--- config.mk ---
export PLATFORM = sky130hd
export DESIGN_NAME = uart_tx_framer
export DESIGN_NICKNAME = d
export VERILOG_FILES = /design/src/rtl/uart_pkg.sv /design/src/rtl/uart_parity_calc.sv /design/src/rtl/uart_tx_framer.sv
export SDC_FILE = /design/constraint.sdc
export NUM_CORES = 1
export LEC_CHECK = 0
export ABC_AREA = 1
export CORE_ASPECT_RATIO = 0.75
export CORE_MARGIN = 4
export CORE_UTILIZATION = 55
export DETAILED_ROUTE_END_ITERATION = 16
export PLACE_DENSITY = 0.78
export REMOVE_ABC_BUFFERS = 1
export SYNTH_ARGS = -nofsm -noshare
export SYNTH_HDL_FRONTEND = slang
export SYNTH_HIERARCHICAL = 1
export SYNTH_SLANG_ARGS = --single-unit
--- constraint.sdc ---
create_clock -name CLK -period 1.6 [get_ports CLK]
set_input_delay 0.32 -clock CLK [delete_from_list [all_inputs] [get_ports CLK]]
set_output_delay 0.32 -clock CLK [all_outputs]
set_load 0.005 [all_outputs]
--- src/rtl/uart_pkg.sv ---
// Shared types and constants for the UART transmit framer.
package uart_pkg;

  typedef enum logic [2:0] {
    ST_IDLE,
    ST_START,
    ST_DATA,
    ST_PARITY,
    ST_STOP
  } tx_state_e;

  localparam logic PAR_EVEN = 1'b0;
  localparam logic PAR_ODD  = 1'b1;

  localparam int DATA_WIDTH_MIN = 5;
  localparam int DATA_WIDTH_MAX = 16;
  localparam int STOP_BITS_MIN  = 1;
  localparam int STOP_BITS_MAX  = 2;

endpackage

--- src/rtl/uart_parity_calc.sv ---
// Parity bit for one payload word; odd parity inverts the XOR reduction.
module uart_parity_calc
  import uart_pkg::*;
#(
  parameter int DATA_WIDTH = 8
) (
  input  logic [DATA_WIDTH-1:0] data,
  input  logic                  par_typ,
  output logic                  par_bit
);

  assign par_bit = (par_typ == PAR_ODD) ? ~(^data) : (^data);

endmodule

--- src/rtl/uart_tx_framer.sv ---
// UART transmit framer: one-word holding buffer feeding a TICK-paced
// start/data/parity/stop serializer with a registered line output.
module uart_tx_framer
  import uart_pkg::*;
#(
  parameter int DATA_WIDTH = 8,
  parameter int STOP_BITS  = 1,
  parameter int LSB_FIRST  = 1
) (
  input  logic                  CLK,
  input  logic                  RST,
  input  logic                  TICK,
  input  logic [DATA_WIDTH-1:0] P_DATA,
  input  logic                  Data_Valid,
  input  logic                  PAR_EN,
  input  logic                  PAR_TYP,
  output logic                  Ready,
  output logic                  Busy,
  output logic                  TX_OUT,
  output logic                  Frame_Done
);

  localparam int CW = $clog2(DATA_WIDTH + 1);
  localparam logic [CW-1:0] LAST_BIT = CW'(DATA_WIDTH - 1);

  if (DATA_WIDTH < DATA_WIDTH_MIN || DATA_WIDTH > DATA_WIDTH_MAX ||
      STOP_BITS < STOP_BITS_MIN || STOP_BITS > STOP_BITS_MAX) begin : g_bad_param
    $error("uart_tx_framer: illegal DATA_WIDTH or STOP_BITS");
  end

  tx_state_e             state;
  logic [DATA_WIDTH-1:0] buf_data, shreg, shreg_nxt;
  logic                  buf_par_en, buf_par_typ, buf_par_bit;
  logic                  ready_q, par_en_q, par_bit_q;
  logic [CW-1:0]         bit_cnt;
  logic                  stop_cnt;
  logic                  tx_q, busy_q, done_q;
  logic                  accept, load, last_stop, next_bit;

  assign Ready      = ready_q;
  assign Busy       = busy_q;
  assign TX_OUT     = tx_q;
  assign Frame_Done = done_q;

  // Ready is low exactly while the buffer is full, so accept and load are exclusive.
  assign accept    = Data_Valid & ready_q;
  assign last_stop = (int'(stop_cnt) == STOP_BITS - 1);
  assign load      = TICK & ~ready_q &
                     ((state == ST_IDLE) | ((state == ST_STOP) & last_stop));

  assign next_bit  = (LSB_FIRST != 0) ? shreg[0] : shreg[DATA_WIDTH-1];
  assign shreg_nxt = (LSB_FIRST != 0) ? (shreg >> 1) : (shreg << 1);

  uart_parity_calc #(.DATA_WIDTH(DATA_WIDTH)) u_parity (
    .data    (buf_data),
    .par_typ (buf_par_typ),
    .par_bit (buf_par_bit)
  );

  always_ff @(posedge CLK) begin
    if (RST) begin
      ready_q     <= 1'b1;
      buf_data    <= '0;
      buf_par_en  <= 1'b0;
      buf_par_typ <= PAR_EVEN;
    end else if (accept) begin
      ready_q     <= 1'b0;
      buf_data    <= P_DATA;
      buf_par_en  <= PAR_EN;
      buf_par_typ <= PAR_TYP;
    end else if (load) begin
      ready_q     <= 1'b1;
    end
  end

  always_ff @(posedge CLK) begin
    if (RST) begin
      state     <= ST_IDLE;
      tx_q      <= 1'b1;
      busy_q    <= 1'b0;
      done_q    <= 1'b0;
      shreg     <= '0;
      bit_cnt   <= '0;
      stop_cnt  <= 1'b0;
      par_en_q  <= 1'b0;
      par_bit_q <= 1'b0;
    end else begin
      done_q <= 1'b0;
      if (load) begin
        // Parity and enable are frozen with the payload for the whole frame.
        state     <= ST_START;
        tx_q      <= 1'b0;
        busy_q    <= 1'b1;
        shreg     <= buf_data;
        par_en_q  <= buf_par_en;
        par_bit_q <= buf_par_bit;
        stop_cnt  <= 1'b0;
        if (state == ST_STOP) done_q <= 1'b1;
      end else if (TICK) begin
        case (state)
          ST_IDLE: begin
            tx_q   <= 1'b1;
            busy_q <= 1'b0;
          end
          ST_START: begin
            state   <= ST_DATA;
            tx_q    <= next_bit;
            shreg   <= shreg_nxt;
            bit_cnt <= '0;
          end
          ST_DATA: begin
            if (bit_cnt == LAST_BIT) begin
              stop_cnt <= 1'b0;
              if (par_en_q) begin
                state <= ST_PARITY;
                tx_q  <= par_bit_q;
              end else begin
                state <= ST_STOP;
                tx_q  <= 1'b1;
              end
            end else begin
              tx_q    <= next_bit;
              shreg   <= shreg_nxt;
              bit_cnt <= bit_cnt + 1'b1;
            end
          end
          ST_PARITY: begin
            state    <= ST_STOP;
            tx_q     <= 1'b1;
            stop_cnt <= 1'b0;
          end
          ST_STOP: begin
            if (last_stop) begin
              state  <= ST_IDLE;
              tx_q   <= 1'b1;
              busy_q <= 1'b0;
              done_q <= 1'b1;
            end else begin
              stop_cnt <= ~stop_cnt;
            end
          end
          default: begin
            state  <= ST_IDLE;
            tx_q   <= 1'b1;
            busy_q <= 1'b0;
          end
        endcase
      end
    end
  end

endmodule

==> reports/qor.yml <==
status:
  run_status: "complete, no violations"
die:
  die-area_mm2: 0.003976
  core.rowCount: 16
  floorplan.io_pins: 18
  dieWidth_um: 71.49
  fp.dieH_um: 55.62
  initial_core_util_pct: 60.63
  core_area_mm2: 0.002743
sta:
  timing_max_transition_violations_final: 0
  achievable-frequency_mhz: 648.5
  min_period_over_period_pct: 96.38
  timing.slew.headroom_pct: 72.72
  max_slew.worst_pin.slew_ns: 0.4087
  unrepaired_setup_endpoints_after_global_routing: "false"
  worst_clock_skew_ns: 0.002550
  timing.final.hold_violations: 0
  setup_violations: 0
  finalWorstSetupSlack_ns: 0.05787
  layout_min_cycle_time_ns: 1.542
global_routing:
  via_count_of_the_first_global_routing_pass: 1272
  first_pass_grt_wire_length_um: 5678
  overflow: 0
  grt_antenna_before_repair: 0
  overall_routing_resource_usage_pct: 18.00
  largest_net_degree_at_the_start_of_global_routing: 16
place:
  place.detailed.hpwl_um: 2523
  dp_slack_ns: -0.1047
  place_inst: 305
  count_of_buffers_from_port_buffering: 17
  placer_congestion: 0.8159
  dpl_cell_area_mm2: 0.001904
clock_tree:
  cts_hold_repair.buffers: 0
  cts_buffer_depth: 2
  h_tree_levels: 2
  cts_sinks: 31
  cts-root-buf: "clkbuf_8"
  tritoncts: "yes"
  clkTransAtPathRegs_ns: 0.06
  clock_latency_ns: 0.28
  tritoncts.num_buffers: 5
  post_cts.repair.setup_buffers: 0
final_layout:
  layout.cells.most_common_list: "nand2_1 (74), inv_1 (35), nor2_1 (31)"
  instances_no_fill: 313
  final_design_area_no_fill_mm2: 0.001989
  drive_above_1_share_pct: 15.16
  final_common_cell: "nand2_1"
  layout-area-overhead-vs-synth_pct: 19.64
  num_antenna_cells: 0
  nNetsFinal: 291
power_and_ir_drop:
  power.total_uw: 1875
  vdd_ir_drop_max_uv: 751.4
  power-per-cell-area_mw_per_mm2: 942.6
  power.static_leakage_uw: 0.0009234
critical_path:
  setup.worst_path.class: "flip-flop to primary output"
  slowest_delay_ns: 0.53
  data_required_critical_path_ns: 1.28
  worstPathBufferInverterCount: 1
  worstSetupEndpointType: "primary output"
  data_arrival_at_the_endpoint_of_the_critical_path_ns: 1.22
  timing.critical_path.from_type: "flip-flop"
  worst_path_max_delay_cell: "clkdlybuf4s50_1"
  path_cells: "clkdlybuf4s50_1"
  cp_top_family: "buffers and inverters"
  worst-path-max-fanout: 4
synth:
  synth_flop_cell: "dfxtp_1"
  synth-seq-cells: 31
  synth.distinct_cells: 27
  synth_warnings: 6
  synthesis.area_per_instance_um2: 6.678
  mappedNetlistArea_mm2: 0.001663
  post_synthesis_cell_count: 249
  synthArstFlopShare_pct: 0
  synth-seq-area-share_pct: 37.32
  synth-edff-count: 0
routing:
  drt-vias-per-instance: 4.859
  route.detailed.drc: 0
  route.antenna.remaining_nets: 0
  post_detailed_routing_wire_length_um: 3391
  vias: 1521
  drtPass1Iterations: 4
  drt_first_iter_violations: 115
  detail_route.wl_per_cell_um: 10.83
flow_run:
  max_cap_violations: 0
hold_path:
  timing.hold.worst.class: "flip-flop to flip-flop"
synth_stat cells, types with 2 or more instances:
| library cell | n | area share, % |
|---|---|---|
| nor2_4 | 2 | 1.4 |
| nor2_1 | 32 | 7.2 |
| inv_2 | 2 | 0.45 |
| dfxtp_1 | 31 | 37 |
| inv_4 | 2 | 0.75 |
| a21oi_1 | 12 | 3.6 |
| nand2_2 | 10 | 3.8 |
| nand2_1 | 74 | 17 |
| inv_1 | 35 | 7.9 |
| o21ai_2 | 2 | 1.1 |
| xor2_1 | 2 | 1.1 |
| nand3_1 | 11 | 3.3 |
| clkbuf_1 | 2 | 0.45 |
| buf_6 | 2 | 1.4 |
| nand3_2 | 2 | 1.2 |
| nand2_4 | 2 | 1.4 |
| o21ai_0 | 16 | 4.8 |
where the power goes:
group | total, uW | leakage (uW) | internal [uW] | switching, uW
sequential | 884 | 0.000254 | 831 | 53.0
combinational | 398 | 0.000627 | 174 | 223
clock | 593 | 0.0000422 | 305 | 288
per-layer routing:
metal | global-route usage [%] | wire (um) | vias to the layer above
met5 | 0 | 0 | -
met4 | 6.702 | 58 | 0
met3 | 5.957 | 137 | 7
met2 | 25.00 | 1381 | 32
met1 | 25.52 | 1814 | 662
li1 | - | - | 820
cell type report:
type	instances	area, um^2
Clock buffer	7	76.32
Clock inverter	1	5.005
Fill cell	238	753.2
Inverter	39	151.4
Multi-Input combinational cell	173	839.6
Sequential cell	31	621.8
Tap cell	36	45.04
Timing Repair Buffer	26	250.2
worst paths after layout:
kind                            cells past startpoint  slack, ns                     from                     to
worst max-delay path                                1       0.06       Ready$_SDFFE_PP1P_                  Ready
worst min-delay path                                2       0.46    state[2]$_SDFFE_PP0P_  Frame_Done$_SDFF_PP0_
worst max register to register                      8       0.22  bit_cnt[0]$_SDFFE_PP0P_  shreg[5]$_SDFFE_PP0P_
worst min register to register                      2       0.46    state[2]$_SDFFE_PP0P_  Frame_Done$_SDFF_PP0_
flip-flops by register name (all words and copies together), names as in the netlist:
name         count
buf_data         8
shreg            8
bit_cnt          4
state            3
Busy             1
Frame_Done       1
Ready            1
TX_OUT           1
buf_par_en       1
buf_par_typ      1
par_bit_q        1
par_en_q         1
kinds of logic (layout without fill, tap and decap cells):
family,after synthesis,in the layout,share of synthesized area [%]
and+or+nand+nor,138,138,38.22
buffers and inverters,45,73,12.34
AOI/OAI and AO/OA,32,32,10.31
DFF,31,31,37.32
xor gates and xnor gates,2,2,1.054
adders and majority gates,1,1,0.7523
what timing repair did:
action / CTS / global route
endpoints found under the hold margin: 0 / 0
endpoints found under the setup margin: 1 / 8
resized for setup: 1 / 1
through the flow:
step / TNS [ns] / utilization, % / hold WS, ns
6_report: 0 / 72.54 / 0.4573
5_1_grt: 0 / 72.54 / 0.4871
4_1_cts: 0 / 72.45 / 0.4603
3_5_place_dp: -0.7690 / 69.43 / 0.4515
3_3_place_gp: -0.5002 / 69.43 / 0.4470
2_1_floorplan: 0 / - / 0.3891
(Power assumes the default switching activity.)
